### src/rtl/blink_monitor_pkg.sv
// Types shared by the blink monitor and its pin front end.
package blink_monitor_pkg;

   typedef enum logic [1:0] {
      IDLE = 2'd0,
      HIGH = 2'd1,
      LOW  = 2'd2
   } blinkState_t;

endpackage

### src/rtl/blink_monitor_sync_edge.sv
// Two-flop synchronizer plus history flop with rise/fall detection.
// Reusable front end for any single-pin monitor.
module sync_edge (
   input  logic clk,
   input  logic rst,
   input  logic din_i,
   output logic level_o,
   output logic rise_o,
   output logic fall_o
);

   logic s1_q;
   logic s2_q;
   logic s3_q;

   always_ff @(posedge clk) begin
      if (rst) begin
         s1_q <= 1'b0;
         s2_q <= 1'b0;
         s3_q <= 1'b0;
      end else begin
         s1_q <= din_i;
         s2_q <= s1_q;
         s3_q <= s2_q;
      end
   end

   assign level_o = s2_q;
   assign rise_o  = s2_q & ~s3_q;
   assign fall_o  = ~s2_q & s3_q;

endmodule

### src/rtl/blink_monitor.sv
// Measures high time, low time and period of a square-wave pin and flags
// a pin that has shown no edge for a full saturated counter span.
module blink_monitor
   import blink_monitor_pkg::*;
#(
   parameter int WIDTH = 22
) (
   input  logic             clk,
   input  logic             rst,
   input  logic             blink_in,
   output logic [WIDTH-1:0] high_time,
   output logic [WIDTH-1:0] low_time,
   output logic [WIDTH:0]   period,
   output logic             meas_valid,
   output logic             stuck,
   output logic             stuck_level
);

   localparam logic [WIDTH-1:0] CNT_ONE = {{(WIDTH-1){1'b0}}, 1'b1};
   localparam logic [WIDTH-1:0] CNT_MAX = {WIDTH{1'b1}};

   logic syncLevel;
   logic syncRise;
   logic syncFall;
   logic edgeSeen;
   logic cntSat;

   blinkState_t      state_q,      state_d;
   logic [WIDTH-1:0] cnt_q,        cnt_d;
   logic [WIDTH-1:0] hiHold_q,     hiHold_d;
   logic [WIDTH-1:0] highTime_q,   highTime_d;
   logic [WIDTH-1:0] lowTime_q,    lowTime_d;
   logic [WIDTH:0]   period_q,     period_d;
   logic             measValid_q,  measValid_d;
   logic             stuck_q,      stuck_d;
   logic             stuckLevel_q, stuckLevel_d;

   sync_edge uSync (
      .clk     (clk),
      .rst     (rst),
      .din_i   (blink_in),
      .level_o (syncLevel),
      .rise_o  (syncRise),
      .fall_o  (syncFall)
   );

   assign edgeSeen = syncRise | syncFall;
   assign cntSat   = (cnt_q == CNT_MAX);

   always_ff @(posedge clk) begin
      if (rst) begin
         state_q      <= IDLE;
         cnt_q        <= '0;
         hiHold_q     <= '0;
         highTime_q   <= '0;
         lowTime_q    <= '0;
         period_q     <= '0;
         measValid_q  <= 1'b0;
         stuck_q      <= 1'b0;
         stuckLevel_q <= 1'b0;
      end else begin
         state_q      <= state_d;
         cnt_q        <= cnt_d;
         hiHold_q     <= hiHold_d;
         highTime_q   <= highTime_d;
         lowTime_q    <= lowTime_d;
         period_q     <= period_d;
         measValid_q  <= measValid_d;
         stuck_q      <= stuck_d;
         stuckLevel_q <= stuckLevel_d;
      end
   end

   always_comb begin
      state_d      = state_q;
      cnt_d        = cnt_q;
      hiHold_d     = hiHold_q;
      highTime_d   = highTime_q;
      lowTime_d    = lowTime_q;
      period_d     = period_q;
      measValid_d  = 1'b0;
      stuck_d      = stuck_q;
      stuckLevel_d = stuckLevel_q;

      // The counter runs in every state so a pin frozen since reset still saturates.
      if (edgeSeen) begin
         cnt_d = CNT_ONE;
      end else if (!cntSat) begin
         cnt_d = cnt_q + CNT_ONE;
      end

      case (state_q)
         IDLE: begin
            if (syncRise) begin
               state_d = HIGH;
            end
         end
         HIGH: begin
            if (syncFall) begin
               hiHold_d = cnt_q;
               state_d  = LOW;
            end
         end
         LOW: begin
            if (syncRise) begin
               highTime_d  = hiHold_q;
               lowTime_d   = cnt_q;
               period_d    = {1'b0, hiHold_q} + {1'b0, cnt_q};
               measValid_d = 1'b1;
               state_d     = HIGH;
            end
         end
         default: begin
            state_d = IDLE;
         end
      endcase

      // An edge on the saturation cycle wins; only a silent saturated cycle is stuck.
      if (edgeSeen) begin
         stuck_d = 1'b0;
      end else if (cntSat) begin
         stuck_d      = 1'b1;
         stuckLevel_d = syncLevel;
         hiHold_d     = '0;
         state_d      = IDLE;
      end
   end

   assign high_time   = highTime_q;
   assign low_time    = lowTime_q;
   assign period      = period_q;
   assign meas_valid  = measValid_q;
   assign stuck       = stuck_q;
   assign stuck_level = stuckLevel_q;

endmodule

### config.mk
export PLATFORM = sky130hd
export DESIGN_NAME = blink_monitor
export DESIGN_NICKNAME = d
export VERILOG_FILES = /design/src/rtl/blink_monitor_pkg.sv /design/src/rtl/blink_monitor_sync_edge.sv /design/src/rtl/blink_monitor.sv
export SDC_FILE = /design/constraint.sdc
export NUM_CORES = 1
export LEC_CHECK = 0
export CAP_MARGIN = 20
export CORE_MARGIN = 5
export CORE_UTILIZATION = 59
export CTS_BUF_LIST = sky130_fd_sc_hd__clkbuf_16
export DETAILED_ROUTE_END_ITERATION = 7
export PLACE_DENSITY = 0.85
export SYNTH_ARGS = -nofsm -noshare
export SYNTH_HDL_FRONTEND = slang
export SYNTH_SLANG_ARGS = --single-unit
### constraint.sdc
create_clock -name clk -period 4.3 [get_ports clk]
set_input_delay 0.86 -clock clk [delete_from_list [all_inputs] [get_ports clk]]
set_output_delay 0.86 -clock clk [all_outputs]
set_load 0.005 [all_outputs]
==> results.txt, run 1 <==
post-CTS resize count: 0
final number of setup-violating endpoints: 0
hpwl dp: 9.573 mm
die width: 106.0 um
Yosys reg bits: 119
Rows: 35
CTS Root Cell: clkbuf_16
Filler cells: 685
P per Cell Area: 378.5 mW/mm^2
Hold WC Path Type: flip-flop to flip-flop
clock skew: 0.006748 ns
largest net degree at the start of global routing: 61
crit path time final: 2.737 ns
Syn Inst Count: 687
Max Buffers Root-to-Sink: 2
CTS tree: yes
Layout Area Growth over Synthesis: 24.56%
CTS Sinks: 119
post-synthesis mux area share: 0
Pleak: 2.474 nW
fraction of final layout cells with drive strength greater than 1: 0.05423
Post-Synth Adder-Cell Area: 0.06116
drt drc: 0
count of pins over their slew limit: 0
drt pass-1 iters: 5
CTS HTree Levels: 4
largest family of logic cells by synthesized area: simple AND/OR/NAND/NOR gates
Worst-Margin Slew: 0.9585 ns
asr flop ratio synth: 0
CTS clock-pin slew for the worst setup and hold paths: 0.06 ns
status: complete, no violations
final hold vios: 0
Routed Antenna Nets: 0
Worst-Skew Late Latency: 0.41 ns
slew margin rel.: 0.3595
XOR/XNOR Fraction of Synth Area: 0.05151
Vias: 5,068
die footprint: 0.01124 mm^2
Mapped Nets: 716
hold buffer count at cts: 0
Fmax achieved: 365.4 MHz
final net count: 772
Die H: 106.0 um
CP Launch Type: flip-flop
Worst Path Max Fanout: 8
Synth top cells by count: nand2_1 (177), dfxtp_1 (119), a21oi_1 (99), nor2_1 (45), clkbuf_1 (31)
most common cell in the netlist: nand2_1
PortBufs: 72
# IOs: 73
Max VDD drop: 0.2948 mV
register area share after synthesis: 0.4378
Starting Density: 0.5974
cell taking the most area after synthesis: dfxtp_1
post-route cell area: 0.006778 mm^2
Synth area leaders: dfxtp_1 (44%), nand2_1 (12%), a21oi_1 (9.1%), ha_1 (5.7%), nor2_1 (3.1%)
Yosys cell types: 49
EDFF count, synth: 0
total gr overflow: 0
dpl cell area: 0.006168 mm^2
CP Data Required Time: 4.61 ns
Top FF cell, synth: dfxtp_1
initial antenna violation count: 0
GPL Wtd Cong: 0.9267
Antenna Diode Count: 0
Post-Syn Area: 0.005441 mm^2
wirelength, routed: 13.87 mm
# Post-CTS Setup Buffers: 0
number of global-route vias before repair: 4,804
Avg Vias per Cell: 5.845
All-Layer GR Usage: 0.2485
crit end category: flip-flop
core area: 0.009109 mm^2
initial DRC count: 421
Yosys warning total: 0
drt wl/cell: 15.99 um
Syn Area/Cell: 7.921 um^2
global-route wire length before repair: 22.72 mm
RSZ-0062 raised after global routing: no
post-synth top area share: 0.4378
fin util: 0.7441
CTS Buf Count: 17
crit path kind: flip-flop to flip-flop
simple-gate share of the synthesized area: 0.2472
setup TNS: 0 ns
maxcap violations: 0
CP arrival: 3.04 ns
compound-gate portion of the synthesized area: 0.1658
fin crit share: 0.6365
==> where the power goes <==
part	switching (mW)	internal, mW
registers	0.00698	1.11
clock network	0.511	0.902
logic	0.0288	0.0103
==> stage by stage <==
step | hold slack (ns) | std cells | power [mW] | worst slack (ns)
6_report | 0.4420 | 867 | 2.566 | 1.563
5_1_grt | 0.4707 | 867 | 2.635 | 1.316
4_1_cts | 0.4460 | 866 | 2.570 | 1.603
3_5_place_dp | 0.4455 | 834 | 1.175 | 1.632
3_3_place_gp | 0.4317 | 834 | 1.173 | 1.693
2_1_floorplan | 0.4138 | 687 | 1.165 | 1.909
==> cell usage in the layout (no fill, tap or decap), types with 6 or more instances in the layout <==
cell type	netlist	routed
a211oi_1	6	6
a21o_1	11	11
a21oi_1	99	99
clkbuf_16	0	17
clkdlybuf4s50_1	0	71
dfxtp_1	119	119
ha_1	25	25
inv_1	13	16
nand2_1	177	177
nand3_1	16	16
nand4_1	13	13
nor2_1	45	44
nor3_1	8	8
o21ai_0	18	18
or3_1	9	9
xnor2_1	16	16
xor2_1	16	16
==> metal layers <==
metal | part of all wire | GRT usage | wire [um]
met5 | 0 | 0 | 0
met4 | 0.018 | 0.1008 | 252
met3 | 0.075 | 0.04493 | 1042
met1 | 0.43 | 0.3305 | 5981
met2 | 0.48 | 0.3998 | 6589
==> state kept, by name, summed over array words and instances (netlist names) <==
register       flops
cnt_q             22
hiHold_q          22
high_time         22
low_time          22
meas_valid         1
period            23
state_q            2
stuck              1
stuck_level        1
uSync.level_o      1
uSync.s1_q         1
uSync.s3_q         1
==> final cells by class <==
type | count | area (um^2) | share of cell area
Timing Repair Buffer | 75 | 750.7 | 0.1108
Multi-Input combinational cell | 517 | 2868 | 0.4231
Tap cell | 111 | 138.9 | 0.02049
Sequential cell | 119 | 2382 | 0.3515
Clock inverter | 15 | 163.9 | 0.02418
Inverter | 13 | 48.80 | 0.007200
Clock buffer | 17 | 425.4 | 0.06277
==> cell families (layout without fill, tap and decap cells) <==
| group | after synthesis | after routing |
|---|---|---|
| AND/OR/NAND/NOR | 301 | 301 |
| AO/OA/AOI/OAI | 158 | 158 |
| flip-flops | 119 | 119 |
| buffers and inverters | 51 | 120 |
| XOR/XNOR | 32 | 32 |
| adder cells (fa/ha/maj) | 26 | 26 |
==> path summary, 6_finish.rpt <==
kind	from	end	slack [ns]	cells past startpoint
hold / removal	uSync.s1_q	uSync.level_o	0.44	1
setup reg to reg	cnt_q[0]	period[18]	1.56	10
setup / recovery	cnt_q[0]	period[18]	1.56	10
hold reg to reg	uSync.s1_q	uSync.level_o	0.44	1
==> critical path: stages, from the launching register on <==
cell       delay (ns)
dfxtp_1          0.49
ha_1             0.22
inv_1            0.05
fa_1             0.39
nor2b_1          0.18
o2111ai_1        0.17
a21oi_1          0.28
o21ai_1          0.18
o21ai_1          0.26
nand4_1          0.13
a32o_1           0.26
No activity file was read; power rests on OpenSTA's default activity.
==> inputs of run 2 (changes only) <==
Settings changed: CORE_UTILIZATION 59 to 55, PLACE_DENSITY 0.85 to 0.8.
Clock period 4.3 ns to 2.6 ns, I/O delays scaled along.
==> run 2 against run 1 <==
Compared with the run above:
- die area rose by 6.6%
- utilization fell by 2.8 points
- worst setup slack got worse by 1.4 ns
- wire length rose by 3.1%
- final area rose by 2.8%
- first-iteration DRC count fell by 22%
- clock skew barely moved
- count of clock-buffer cells in the layout did not move
==> results.txt, run 2 (synthesized netlist as in run 1, its figures left out) <==
status: complete, no violations (unchanged)
die footprint: 0.01198 mm^2 (was 0.01124 mm^2)
CTS Sinks: 119 (unchanged)
layer with the highest usage: met2 (unchanged)
Avg Vias per Cell: 5.595 (was 5.845)
RR Endpoint: period[18] (unchanged)
internal power: 3.341 mW (was 2.019 mW)
Worst Path Max Fanout: 6 (was 8)
min-delay src: uSync.s1_q (unchanged)
maxcap violations: 0 (unchanged)
slowest CP cell: dfxtp_1 (unchanged)
CTS tree: yes (unchanged)
RSZ-0062 raised after global routing: no (unchanged)
# Post-CTS Setup Buffers: 0 (unchanged)
CP arrival: 2.75 ns (was 3.04 ns)
commonest non-fill, non-tap cell in the layout: nand2_1 (unchanged)
fin util: 0.7162 (was 0.7441)
Rows: 36 (was 35)
wirelength, routed: 14.30 mm (was 13.87 mm)
die width: 109.5 um (was 106.0 um)
max reg flops: 23 (unchanged)
sequential share of power: 0.435 (was 0.434)
final hold vios: 0 (unchanged)
crit path kind: flip-flop to flip-flop (unchanged)
Reg area: 0.002382 mm^2 (unchanged)
most frequent cells in the layout: nand2_1 (177), dfxtp_1 (119), a21oi_1 (98) (was nand2_1 (177), dfxtp_1 (119), a21oi_1 (99))
worst-case hold path end point: uSync.level_o (unchanged)
Routed Antenna Nets: 0 (unchanged)
power share of the combinational group: 0.018 (was 0.015)
Starting Density: 0.5593 (was 0.5974)
initial antenna violation count: 0 (unchanged)
R2R cell count: 8 (was 10)
Total Power: 4.224 mW (was 2.566 mW)
crit end category: flip-flop (unchanged)
core area: 0.009729 mm^2 (was 0.009109 mm^2)
worst reg2reg startpoint: cnt_q[2] (was cnt_q[0])
number of global-route vias before repair: 4,806 (was 4,804)
# IOs: 73 (unchanged)
Layout Area Growth over Synthesis: 28.05% (was 24.56%)
FF-to-FF setup slack: 0.15 ns (was 1.56 ns)
total gr overflow: 0 (unchanged)
CTS Root Cell: clkbuf_16 (unchanged)
Inst Count DP: 878 (was 834)
final number of setup-violating endpoints: 0 (unchanged)
All-Layer GR Usage: 0.2524 (was 0.2485)
switch share: 0.2091 (was 0.2129)
multi-input logic area: 0.002887 mm^2 (was 0.002868 mm^2)
crit path time final: 2.452 ns (was 2.737 ns)
Antenna Diode Count: 0 (unchanged)
Max VDD drop: 0.5364 mV (was 0.2948 mV)
Post-Place Worst Slack: -0.001743 ns (was 1.632 ns)
P per Cell Area: 606.2 mW/mm^2 (was 378.5 mW/mm^2)
Hold Slack: 0.4467 ns (was 0.4420 ns)
CTS Buf Count: 17 (unchanged)
Filler cells: 821 (was 685)
crit-path max cell delay: 0.45 ns (was 0.49 ns)
Clk network pwr share: 0.547 (was 0.550)
Cells on Worst Hold Path: 1 (unchanged)
met1 GRT Util: 0.3401 (was 0.3305)
CP delay by family, top: compound AO/OA/AOI/OAI gates (unchanged)
largest net degree at the start of global routing: 39 (was 61)
final net count: 793 (was 772)
CTS HTree Levels: 4 (unchanged)
Die H: 109.5 um (was 106.0 um)
worst setup margin: 0.1480 ns (was 1.563 ns)
drt pass-1 iters: 5 (unchanged)
Worst-Skew Late Latency: 0.42 ns (was 0.41 ns)
drt wl/cell: 15.71 um (was 15.99 um)
drt drc: 0 (unchanged)
GR Layer Usage met2: 0.3936 (was 0.3998)
CP Data Required Time: 2.90 ns (was 4.61 ns)
count of pins over their slew limit: 0 (unchanged)
Worst-Margin Slew: 0.8554 ns (was 0.9585 ns)
CP Launch Type: flip-flop (unchanged)
fraction of final layout cells with drive strength greater than 1: 0.08494 (was 0.05423)
routing usage on met3: 0.06166 (was 0.04493)
GPL Wtd Cong: 0.8369 (was 0.9267)
slew margin rel.: 0.4298 (was 0.3595)
global-route wire length before repair: 23.52 mm (was 22.72 mm)
most used cell, CP: o21ai_2 (was o21ai_1)
hold buffer count at cts: 0 (unchanged)
CTS clock-pin slew for the worst setup and hold paths: 0.05 ns (was 0.06 ns)
clock skew: 0.007207 ns (was 0.006748 ns)
dpl cell area: 0.006361 mm^2 (was 0.006168 mm^2)
initial DRC count: 329 (was 421)
crit path buf inv count: 0 (was 1)
post-route cell area: 0.006968 mm^2 (was 0.006778 mm^2)
Pleak: 2.576 nW (was 2.474 nW)
PortBufs: 72 (unchanged)
final non-filler cell total: 910 (was 867)
fin crit share: 0.9431 (was 0.6365)
Hold WC Path Type: flip-flop to flip-flop (unchanged)
Max Buffers Root-to-Sink: 2 (unchanged)
cell chain of the critical path: ha_1, nor2b_1, o2111ai_1, a21oi_2, o21ai_2, o21ai_2, or3_1, a32o_1 (was ha_1, inv_1, fa_1, nor2b_1, o2111ai_1, a21oi_1, o21ai_1, o21ai_1, nand4_1, a32o_1)
P_sw: 0.8833 mW (was 0.5463 mW)
Vias: 5,091 (was 5,068)
hpwl dp: 10.36 mm (was 9.573 mm)
Fmax achieved: 407.8 MHz (was 365.4 MHz)
setup TNS: 0 ns (unchanged)
[run 2: cell types whose count changed in the layout (fill, tap and decap cells not counted)]
| cell | before | now |
|---|---|---|
| a21oi_1 | 99 | 98 |
| a21oi_2 | 0 | 1 |
| buf_12 | 1 | 0 |
| buf_4 | 2 | 24 |
| clkinv_1 | 1 | 3 |
| clkinvlp_4 | 3 | 4 |
| inv_1 | 16 | 14 |
| inv_6 | 1 | 0 |
| o21ai_1 | 3 | 1 |
| o21ai_2 | 0 | 2 |
| o41ai_1 | 2 | 1 |
| o41ai_2 | 0 | 1 |
[run 2: layout make-up]
| type | count | share of cell area |
|---|---|---|
| clock buffers | 17 | 0.06105 |
| flip-flops and latches | 119 | 0.3419 |
| multi-input cells | 517 | 0.4143 |
| clock inverters | 15 | 0.02334 |
| repair buffers | 96 | 0.1286 |
| inverters | 13 | 0.007003 |
| well taps | 133 | 0.02388 |
[run 2: what timing repair did]
item | 4_1_cts | 5_1_grt
setup endpoints to repair | 0 | 3
hold endpoints to repair | 0 | 0
resized for setup | 0 | 4
[run 2: power by group through the flow]
| stage | clock [mW] | combinational, mW | sequential (mW) |
|---|---|---|---|
| finish | 2.31 | 0.0763 | 1.84 |
| global route | 2.42 | 0.0844 | 1.84 |
| CTS | 2.33 | 0.0755 | 1.84 |
| detailed placement | 0 | 0.0754 | 1.88 |
| global placement | 0 | 0.0726 | 1.88 |
| floorplan | 0 | 0.0486 | 1.88 |
[run 2: worst reg2reg max path: cells and delay by family (launching register included)]
kind / cells / cell delay, ns
and+or+nand+nor: 2 / 0.48
DFF: 1 / 0.45
adders and majority gates: 1 / 0.32
AOI/OAI and AO/OA: 5 / 1.08
[run 2: worst max path at each step]
stage                      startpoint          to  slack, ns  cells after the start
after floorplan              cnt_q[0]  period[18]       0.21                     10
after global placement    hiHold_q[0]  period[18]       0.11                     10
after detailed placement  hiHold_q[0]  period[18]     -0.002                     10
after CTS                 hiHold_q[0]  period[18]     0.0003                     10
after global routing      hiHold_q[0]  period[18]      0.003                     10
final                        cnt_q[2]  period[18]       0.15                      8
[run 2: metal layers]
metal	up-vias	wire length, um
li1	2499	-
met3	27	1000
met1	2371	6593
met2	194	6438
met5	-	0
met4	0	262
